**src/rtl/sincos_pkg.sv**
```systemverilog
// Shared constants, state encoding and pass selector for the sequential sin/cos engine.
// Fixed-point constants are sign-magnitude Q12 in a 24-bit word.
package sincos_pkg;

  localparam int SC_N = 24;
  localparam int SC_Q = 12;

  localparam logic [SC_N-1:0] K_2PI   = 24'h000A2F;
  localparam logic [SC_N-1:0] C1      = 24'h001921;
  localparam logic [SC_N-1:0] C3      = 24'h800A55;
  localparam logic [SC_N-1:0] C5      = 24'h000146;
  localparam logic [SC_N-1:0] C7      = 24'h800013;
  localparam logic [SC_N-1:0] PI_Q    = 24'h003244;
  localparam logic [SC_N-1:0] HALF_PI = 24'h001922;

  typedef enum logic [4:0] {
    S_IDLE = 5'd0,
    S_RED  = 5'd1,
    S_Y    = 5'd2,
    S_Y2   = 5'd3,
    S_Y3   = 5'd4,
    S_Y5   = 5'd5,
    S_Y7   = 5'd6,
    S_T1   = 5'd7,
    S_T3   = 5'd8,
    S_T5   = 5'd9,
    S_T7   = 5'd10,
    S_DONE = 5'd11
  } state_t;

  typedef enum logic {
    PASS_SIN = 1'b0,
    PASS_COS = 1'b1
  } pass_t;

endpackage

```
**src/rtl/qadd_SN.sv**
```systemverilog
// Sign-magnitude fixed-point adder; unlike signs subtract the smaller magnitude
// from the larger and keep the larger operand's sign. No saturation.
module qadd_SN #(
  parameter int N = 24
) (
  input  logic [N-1:0] i_a,
  input  logic [N-1:0] i_b,
  output logic [N-1:0] o_sum
);

  always_comb begin
    o_sum = '0;
    if (i_a[N-1] == i_b[N-1]) begin
      o_sum[N-2:0] = i_a[N-2:0] + i_b[N-2:0];
      o_sum[N-1]   = i_a[N-1];
    end else if (i_a[N-2:0] > i_b[N-2:0]) begin
      o_sum[N-2:0] = i_a[N-2:0] - i_b[N-2:0];
      o_sum[N-1]   = i_a[N-1];
    end else begin
      o_sum[N-2:0] = i_b[N-2:0] - i_a[N-2:0];
      o_sum[N-1]   = i_b[N-1];
    end
  end

endmodule

```
**src/rtl/qmult_SN.sv**
```systemverilog
// Sign-magnitude fixed-point multiplier; the magnitude product is truncated to
// bits [N-2+Q:Q] with no saturation.
module qmult_SN #(
  parameter int Q = 12,
  parameter int N = 24
) (
  input  logic [N-1:0] i_a,
  input  logic [N-1:0] i_b,
  output logic [N-1:0] o_result
);

  logic [2*N-3:0] w_full;

  always_comb begin
    w_full   = i_a[N-2:0] * i_b[N-2:0];
    o_result = {i_a[N-1] ^ i_b[N-1], (N-1)'(w_full >> Q)};
  end

endmodule

```
**src/rtl/sincos_range_reduce.sv**
```systemverilog
// Folds an angle in [-pi, pi] (clamped beyond) onto [0, pi/2] for the selected pass
// and reports the sign correction that the polynomial result needs.
module sincos_range_reduce
  import sincos_pkg::*;
#(
  parameter int N = 24
) (
  input  logic [N-1:0] i_angle,
  input  pass_t        i_pass,
  output logic [N-1:0] o_x,
  output logic         o_sign_fix,
  output logic         o_ovf
);

  logic [N-2:0] w_mag;
  logic [N-2:0] w_m;
  logic [N-2:0] w_pi;
  logic [N-2:0] w_hpi;

  always_comb begin
    w_pi       = PI_Q[N-2:0];
    w_hpi      = HALF_PI[N-2:0];
    w_mag      = i_angle[N-2:0];
    o_ovf      = (w_mag > w_pi);
    w_m        = o_ovf ? w_pi : w_mag;
    o_x        = '0;
    o_sign_fix = 1'b0;
    if (i_pass == PASS_SIN) begin
      o_x[N-2:0] = (w_m > w_hpi) ? (w_pi - w_m) : w_m;
      o_sign_fix = i_angle[N-1];
    end else begin
      // cos(m) = sin(pi/2 - m); past pi/2 the same magnitude comes back negative
      o_x[N-2:0] = (w_m <= w_hpi) ? (w_hpi - w_m) : (w_m - w_hpi);
      o_sign_fix = (w_m > w_hpi);
    end
  end

endmodule

```
**src/rtl/sincos_seq.sv**
```systemverilog
// Time-multiplexed sin/cos engine: one shared multiplier and adder evaluate a 7th-order
// odd polynomial twice (sin pass, cos pass); start/complete handshake as in qdiv_SN.
module sincos_seq
  import sincos_pkg::*;
#(
  parameter int Q = 12,
  parameter int N = 24
) (
  input  logic         i_clk,
  input  logic         i_rst_n,
  input  logic         i_start,
  input  logic [N-1:0] i_angle,
  output logic [N-1:0] o_sin,
  output logic [N-1:0] o_cos,
  output logic         o_complete,
  output logic         o_overflow
);

  state_t       r_state;
  state_t       w_next;
  pass_t        r_pass;
  logic [N-1:0] r_angle;
  logic [N-1:0] r_x;
  logic [N-1:0] r_y;
  logic [N-1:0] r_y2;
  logic [N-1:0] r_y3;
  logic [N-1:0] r_y5;
  logic [N-1:0] r_y7;
  logic [N-1:0] r_acc;
  logic [N-1:0] r_sin_hold;
  logic [N-1:0] r_sin;
  logic [N-1:0] r_cos;
  logic         r_sign_fix;
  logic         r_ovf;

  logic [N-1:0] w_x;
  logic         w_sign_fix;
  logic         w_ovf;
  logic [N-1:0] w_ma;
  logic [N-1:0] w_mb;
  logic [N-1:0] w_prod;
  logic [N-1:0] w_sum;

  // Apply the quadrant sign and suppress negative zero.
  function automatic logic [N-1:0] fix_sign(input logic [N-1:0] v, input logic s);
    logic [N-1:0] r;
    r[N-2:0] = v[N-2:0];
    r[N-1]   = (v[N-2:0] != '0) && (v[N-1] ^ s);
    return r;
  endfunction

  sincos_range_reduce #(.N(N)) u_red (
    .i_angle    (r_angle),
    .i_pass     (r_pass),
    .o_x        (w_x),
    .o_sign_fix (w_sign_fix),
    .o_ovf      (w_ovf)
  );

  qmult_SN #(.Q(Q), .N(N)) u_mul (
    .i_a      (w_ma),
    .i_b      (w_mb),
    .o_result (w_prod)
  );

  qadd_SN #(.N(N)) u_add (
    .i_a   (r_acc),
    .i_b   (w_prod),
    .o_sum (w_sum)
  );

  always_ff @(posedge i_clk or negedge i_rst_n) begin
    if (!i_rst_n) begin
      r_state <= S_IDLE;
      r_pass  <= PASS_SIN;
    end else begin
      r_state <= w_next;
      if (r_state == S_IDLE)
        r_pass <= PASS_SIN;
      else if (r_state == S_T7)
        r_pass <= (r_pass == PASS_SIN) ? PASS_COS : PASS_SIN;
    end
  end

  always_comb begin
    w_next     = r_state;
    o_complete = 1'b0;
    case (r_state)
      S_IDLE: begin
        o_complete = 1'b1;
        if (i_start) w_next = S_RED;
      end
      S_RED:   w_next = S_Y;
      S_Y:     w_next = S_Y2;
      S_Y2:    w_next = S_Y3;
      S_Y3:    w_next = S_Y5;
      S_Y5:    w_next = S_Y7;
      S_Y7:    w_next = S_T1;
      S_T1:    w_next = S_T3;
      S_T3:    w_next = S_T5;
      S_T5:    w_next = S_T7;
      S_T7:    w_next = (r_pass == PASS_COS) ? S_DONE : S_RED;
      S_DONE:  w_next = S_IDLE;
      default: w_next = S_IDLE;
    endcase
  end

  always_comb begin
    w_ma = r_y;
    w_mb = C1;
    case (r_state)
      S_Y:  begin w_ma = r_x;  w_mb = K_2PI; end
      S_Y2: begin w_ma = r_y;  w_mb = r_y;   end
      S_Y3: begin w_ma = r_y;  w_mb = r_y2;  end
      S_Y5: begin w_ma = r_y3; w_mb = r_y2;  end
      S_Y7: begin w_ma = r_y5; w_mb = r_y2;  end
      S_T1: begin w_ma = r_y;  w_mb = C1;    end
      S_T3: begin w_ma = r_y3; w_mb = C3;    end
      S_T5: begin w_ma = r_y5; w_mb = C5;    end
      S_T7: begin w_ma = r_y7; w_mb = C7;    end
      default: ;
    endcase
  end

  always_ff @(posedge i_clk) begin
    if (r_state == S_IDLE && i_start)
      r_angle <= i_angle;
    case (r_state)
      S_RED: begin
        r_x        <= w_x;
        r_sign_fix <= w_sign_fix;
      end
      S_Y:        r_y   <= w_prod;
      S_Y2:       r_y2  <= w_prod;
      S_Y3:       r_y3  <= w_prod;
      S_Y5:       r_y5  <= w_prod;
      S_Y7:       r_y7  <= w_prod;
      S_T1:       r_acc <= w_prod;
      S_T3, S_T5: r_acc <= w_sum;
      S_T7: begin
        r_acc <= w_sum;
        if (r_pass == PASS_SIN)
          r_sin_hold <= fix_sign(w_sum, r_sign_fix);
      end
      default: ;
    endcase
  end

  // Visible results only move in DONE, so an aborted run never leaks partial values.
  always_ff @(posedge i_clk or negedge i_rst_n) begin
    if (!i_rst_n) begin
      r_sin <= '0;
      r_cos <= '0;
      r_ovf <= 1'b0;
    end else begin
      if (r_state == S_RED)
        r_ovf <= w_ovf;
      if (r_state == S_DONE) begin
        r_sin <= r_sin_hold;
        r_cos <= fix_sign(r_acc, r_sign_fix);
      end
    end
  end

  assign o_sin      = r_sin;
  assign o_cos      = r_cos;
  assign o_overflow = r_ovf;

endmodule

```
**config.mk**
```make
export PLATFORM = sky130hd
export DESIGN_NAME = sincos_seq
export DESIGN_NICKNAME = d
export VERILOG_FILES = /design/src/rtl/sincos_pkg.sv /design/src/rtl/qadd_SN.sv /design/src/rtl/qmult_SN.sv /design/src/rtl/sincos_range_reduce.sv /design/src/rtl/sincos_seq.sv
export SDC_FILE = /design/constraint.sdc
export NUM_CORES = 2
export LEC_CHECK = 0
export CORE_UTILIZATION = 40
export CTS_CLUSTER_SIZE = 20
export DETAILED_ROUTE_END_ITERATION = 7
export PLACE_DENSITY = 0.59
export SLEW_MARGIN = 20
export SYNTH_ARGS = -nofsm -noshare
export SYNTH_HDL_FRONTEND = slang
export SYNTH_SLANG_ARGS = --single-unit
```
**constraint.sdc**
```tcl
create_clock -name i_clk -period 32.1 [get_ports i_clk]
set_input_delay 4.815 -clock i_clk [delete_from_list [all_inputs] [get_ports i_clk]]
set_output_delay 4.815 -clock i_clk [all_outputs]
set_load 0.02 [all_outputs]
```
* Yosys cells after proc, flatten, opt, wreduce, memory -nomap -nowiden
Index checks and enable logic that the tools add are counted.
** Storage, ports and cells
- Flip-flop bits (word level) :: 271
- Output and inout bits :: 50
- Logic and storage cells :: 73
** Cells by class
- Add/sub/neg operators :: 6
- Multipliers :: 1
- Magnitude comparators :: 4
- Equality and inequality tests :: 13
- Multiplexer cells :: 17
- Bitwise logic cells :: 4
- Reductions and logical operators :: 13
** Operator list (count)
- case mux 24 bit (6 select lines) :: 1
- case mux 24 bit (4 select lines) :: 1
- two-way mux 23 bit :: 4
- case mux 5 bit (11 select lines) :: 1
- two-way mux 24 bit :: 2
- case mux 24 bit (2 select lines) :: 1
- nonzero test 23 bit :: 2
- subtractor 23 bit :: 2
- multiplier 23 x 23 -> 35 bit :: 1
- adder 23 bit :: 1
- greater-than comparator 23 x 13 -> 1 bit, second input constant :: 1
- greater-than comparator 23 x 14 -> 1 bit, second input constant :: 1
- greater-than comparator 23 bit :: 1
- <= comparator 23 x 13 -> 1 bit, second input constant :: 1
- subtractor 13 x 23 -> 23 bit, first input constant :: 1
- subtractor 14 x 23 -> 23 bit, first input constant :: 1
- subtractor 23 x 13 -> 23 bit, second input constant :: 1
- == test 5 x 3 -> 1 bit, second input constant :: 4
- == test 5 x 4 -> 1 bit, second input constant :: 4
- == test 5 x 2 -> 1 bit, second input constant :: 2
- OR reduction 3 bit :: 2
- == test 5 x 1 -> 1 bit, second input constant :: 1
- zero test 5 bit :: 1
- two-way mux 1 bit :: 5
- 10 further kinds :: 16

* Logic depth before layout (Yosys ltp)
- Word-level depth :: 9
- Depth in mapped cells :: 50
- Gate-level depth less buffers :: 43

* By module
A second synthesis with hierarchy kept.
** Unflattened totals
- Cells, all modules :: 3077
- Area total of the unflattened synthesis :: 30337.8 sq um
** Modules (own cells, without submodules)
- qmult_SN :: instances 1, cells an instance 1640, area each 14432.6 sq um, seq. area each 0.0 sq um
- sincos_seq :: instances 1, cells an instance 616, area each 10450.0 sq um, seq. area each 7867.5 sq um
- qadd_SN :: instances 1, cells an instance 592, area each 3972.6 sq um, seq. area each 0.0 sq um
- sincos_range_reduce :: instances 1, cells an instance 229, area each 1482.7 sq um, seq. area each 0.0 sq um

* Least setup slack after synthesis
OpenSTA, ideal clock, no wires.
- Path type :: register to register
- Start :: register r_state[2]
- End :: register r_sin_hold[23] (data pin)
- Library setup time :: 259 ps
- Arrival :: 13479 ps
- Required time :: 31841 ps
- Path slack :: 18362 ps
- Cell stages (with the launch flop) :: 46
- Clock period less this slack :: 13738 ps
- Cells stage by stage :: dfrtp_1 > nor4bb_1 > or2_2 > clkbuf_1 > buf_1 > nand2_1 > nand2_1 > a221o_1 > clkbuf_1 > nand2_1 > fa_1 > fa_1 > inv_1 > fa_1 > inv_1 > fa_1 > inv_1 > fa_1 > [... 10 more ...] > a22o_1 > a211o_1 > a31o_2 > xor2_1 > ha_1 > clkbuf_1 > a21o_1 > a211o_1 > nor3_1 > and3_1 > clkbuf_1 > nor2_1 > mux2_2 > a2111oi_0 > nor4_1 > nor3_1 > nand4b_1 > o31a_1
** Between the ends
- Longest elaborated chain between the ends :: 9
- Elaborated cells on any way between the ends :: 25
- Classes of those cells :: add/sub (3); mul (1); order compare (1); eq/ne (9); mux (4); bitwise (2); reduce/logical (5)
** RTL lines
- start: declaration :: RTL line sincos_seq.sv:19 : state_t r_state;
- start signal: assignment :: RTL line sincos_seq.sv:77 : r_state <= w_next;
- == test 5 x 3 -> 1 bit / == test 5 x 4 -> 1 bit (equally long branches) :: RTL line sincos_seq.sv:111 : case (r_state)
- OR reduction 3 bit (no line) / OR reduction 2 bit (equally long branches)
- case mux 24 bit (6 select lines) / case mux 24 bit (4 select lines) (equally long branches) :: RTL line sincos_seq.sv:111
- multiplier 23 x 23 -> 35 bit * :: RTL line qmult_SN.sv:15 : w_full = i_a[N-2:0] * i_b[N-2:0];
- named net u_add.i_b[20] :: RTL line qadd_SN.sv:7 : input logic [N-1:0] i_b,
- subtractor 23 bit (tied with other cells) :: RTL line qadd_SN.sv:20 : o_sum[N-2:0] = i_b[N-2:0] - i_a[N-2:0];
- two-way mux 24 bit :: RTL line qadd_SN.sv:16 : end else if (i_a[N-2:0] > i_b[N-2:0]) begin
- two-way mux 24 bit * :: RTL line qadd_SN.sv:13 : if (i_a[N-1] == i_b[N-1]) begin
- nonzero test 23 bit / XOR 1 bit (equally long branches) :: RTL line sincos_seq.sv:48 : r[N-1] = (v[N-2:0] != '0) && (v[N-1] ^ s);
- logical AND 1 bit * :: RTL line sincos_seq.sv:48
- end signal: assignment :: RTL line sincos_seq.sv:143 : r_sin_hold <= fix_sign(w_sum, r_sign_fix);
- end: declaration :: RTL line sincos_seq.sv:30 : logic [N-1:0] r_sin_hold;
Mark *: on every way through the listed nets, which the timed path passes. The rest lies on a longest branch.
A chain may end at the register's enable or synchronous reset.

* Final worst setup path
- Start :: register r_state[0]
- End :: register r_sin_hold[23] (data pin)
** Between the ends
- Longest elaborated chain between the ends :: 9
- Elaborated cells on any way between the ends :: 25
- Classes of those cells :: add/sub (3); mul (1); order compare (1); eq/ne (9); mux (4); bitwise (2); reduce/logical (5)
** RTL lines
- == test 5 x 3 -> 1 bit / == test 5 x 4 -> 1 bit (equally long branches) :: RTL line sincos_seq.sv:111
- OR reduction 3 bit (no line) / OR reduction 2 bit (equally long branches)
- case mux 24 bit (6 select lines) / case mux 24 bit (4 select lines) (equally long branches) :: RTL line sincos_seq.sv:111
- multiplier 23 x 23 -> 35 bit * :: RTL line qmult_SN.sv:15
- named net u_add.i_b[18] :: RTL line qadd_SN.sv:7
- greater-than comparator 23 bit * :: RTL line qadd_SN.sv:16
- two-way mux 24 bit * :: RTL line qadd_SN.sv:16
- two-way mux 24 bit * :: RTL line qadd_SN.sv:13
- named net u_add.o_sum[1] :: RTL line qadd_SN.sv:8 : output logic [N-1:0] o_sum
- nonzero test 23 bit * :: RTL line sincos_seq.sv:48
- logical AND 1 bit * :: RTL line sincos_seq.sv:48
Marked as above.

==> impl_metrics.yaml <==
sta:
  drv_slew: 0
  worstMarginPinSlew_ps: 1122
  hold_viol_final: 0
  finalCriticalPeriod_ps: 14690
  tns_ps: 0
  relSlewSlack_pct: 25.17
  rsz0062_at_grt: "false"
  skew_ps: 19.36
  fmax_mhz: 68.07
  finalSetupViolCount: 0
  fin_hold_ws_ps: 476.9
  fin_crit_sh_pct: 45.77
worst_setup_path:
  critical_path_class: "register to register"
  r2r_slack_ps: 17410
  crit_fanout: 47
  worstPathArrival_ps: 15030
  required_ps: 32440
  slowest_stage: "dfrtp_1"
  r2r-start: "r_state[0]"
  cp_slowest_stage_delay_ps: 1050
  rr_endpoint: "r_sin_hold[23]"
  cp_top_family: "adder cells"
  cp_num_cells: 42
  critPathBufInv: 10
  critPathMostFrequentCell: "inv_1"
  crit_path_end_kind: "register"
  r2r_cells: 42
  crit_path_start_kind: "register"
finish:
  syn_to_final_growth_pct: 10.51
  fin_cells: 4040
  final_design_area_no_fill_um2: 31940
  diodes: 0
  layout-drive-gt1-share_pct: 5.825
  fin_nets: 3668
  num-fill-cells: 6895
cts:
  cts_htree_levels: 1
  cts_hold_buf: 0
  numCtsBuffers: 30
  cts_num_sinks: 270
  clock_path_buffers: 3
  insertion_delay_ps: 580
  root_buffer: "clkbuf_16"
  cts_setup_buffers: 0
  ctsResizeCount: 0
  clk_transition_reported_paths_ps: 70
  cts_tree: "done"
floorplan:
  core_area_um2: 71490
  die_h_um: 270.8
  start_util_pct: 40.43
  rows: 98
  dieWidth_um: 270.8
  die-area_um2: 73340
  io_pins: 77
synthesis:
  synth_top_area_cell: "fa_1"
  synth.distinct_cells: 81
  yosys-top-cells-count: "inv_1 (520), nand2_1 (409), fa_1 (388), nor2_1 (271), edfxtp_1 (216)"
  synth-edff-count: 216
  synth_top_area_share_pct: 26.87
  synth_cells: 3028
  synth_area_per_cell_um2: 9.545
  ys_async_sr_fraction_pct: 20.00
  yosys_most_used_dff: "edfxtp_1"
  ys_seq_area_share_pct: 27.12
  synth_most_common_cell: "inv_1"
  syn_area_um2: 28900
  yosys-top-cells-area: "fa_1 (27%), edfxtp_1 (22%), ha_1 (8.1%)"
  yosys_register_bits: 270
  yosysWarnings: 0
  syn-num-nets: 3630
global_route:
  overflow: 0
  track_usage_pct: 25.22
  grt_pass1_wl_um: 139500
  first_global_vias: 22404
  grt_max_degree: 72
  antenna_found_initial: 1
drt:
  dr.pass1.iters: 5
  drc_errors: 0
  first_iter_violations: 2290
  ant_nets: 0
  postRouteWirelength_um: 91680
  vias: 22409
  wire_per_inst_um: 22.69
  viasPerCell: 5.547
placed_design:
  io_buffers: 76
  dpl.hpwl_um: 69980
  placed_area_um2: 30980
  place_inst: 3984
  place_congestion: 0.9939
flow_run:
  cap_violations: 0
min_path:
  min-delay-start: "o_cos[7]"
  hold_end: "o_cos[7]"
  hold_class: "register to register"
  whs_path_depth: 2
outcome:
  status: "finished, final reports clean"
-- cells by family (layout without fill, tap and decap cells) --
family	count (synthesis)	after routing	synth area share [%]
multiplexers	38	38	1.446
AO/OA/AOI/OAI	497	497	11.79
adder cells (fa/ha/maj)	575	575	34.97
flip-flops	270	270	27.12
buffers and inverters	665	727	8.658
XOR/XNOR	76	76	2.398
AND/OR/NAND/NOR	907	907	13.62
-- worst min-delay path, delay by kind of cell (launching register included) --
kind            cells  cell delay (ps)
flops               1              340
simple gates        1               40
compound gates      1               60
-- area by class of cell --
| class | count | area, um2 | area share (%) |
|---|---|---|---|
| Multi-Input combinational cell | 2093 | 18690 | 58.50 |
| Sequential cell | 270 | 7838 | 24.54 |
| Inverter | 521 | 1956 | 6.123 |
| Timing Repair Buffer | 150 | 1311 | 4.105 |
| Tap cell | 950 | 1189 | 3.721 |
| Clock buffer | 38 | 800.8 | 2.507 |
| Clock inverter | 18 | 160.2 | 0.5014 |
-- layout by cell type, fill, tap and decap left out, types with 22 or more instances in the layout --
cell type	instances
xnor2_1	55
o21ai_0	105
a22oi_1	26
nand2_1	408
clkdlybuf4s50_1	75
and2_1	42
fa_1	388
nand3_1	28
a221o_1	25
dfrtp_1	54
a21oi_1	105
nor3_1	33
nor2_1	269
nor2b_1	22
ha_1	187
edfxtp_1	216
clkbuf_16	30
buf_4	74
inv_1	520
mux2_2	30
-- worst max path at each step --
stage,to,slack [ps],start
4_1_cts,r_sin_hold[23],17690,r_state[0]
3_3_place_gp,r_sin_hold[23],17800,r_state[0]
5_1_grt,r_sin_hold[23],16710,r_state[0]
3_5_place_dp,r_sin_hold[23],17720,r_state[0]
2_1_floorplan,r_sin_hold[23],18360,r_state[2]
6_report,r_sin_hold[23],17410,r_state[0]
-- metrics by stage --
stage / utilization (%) / worst slack [ps]
2_1_floorplan: - / 18360
3_3_place_gp: 43.32 / 17800
3_5_place_dp: 43.34 / 17720
4_1_cts: 44.68 / 17690
5_1_grt: 44.68 / 16710
6_report: 44.68 / 17410
-- layer usage --
metal  wire (um)  global-route usage [%]  vias up
met5           0                       0        -
met2       40070                   37.92     1010
met1       39260                   35.33    11232
met3        8212                   5.405      182
li1            -                       -     9985
met4        4138                   10.04        0
Power is not shown: default switching activity piles up to over one toggle a cycle in this logic, so the estimate is an artifact.
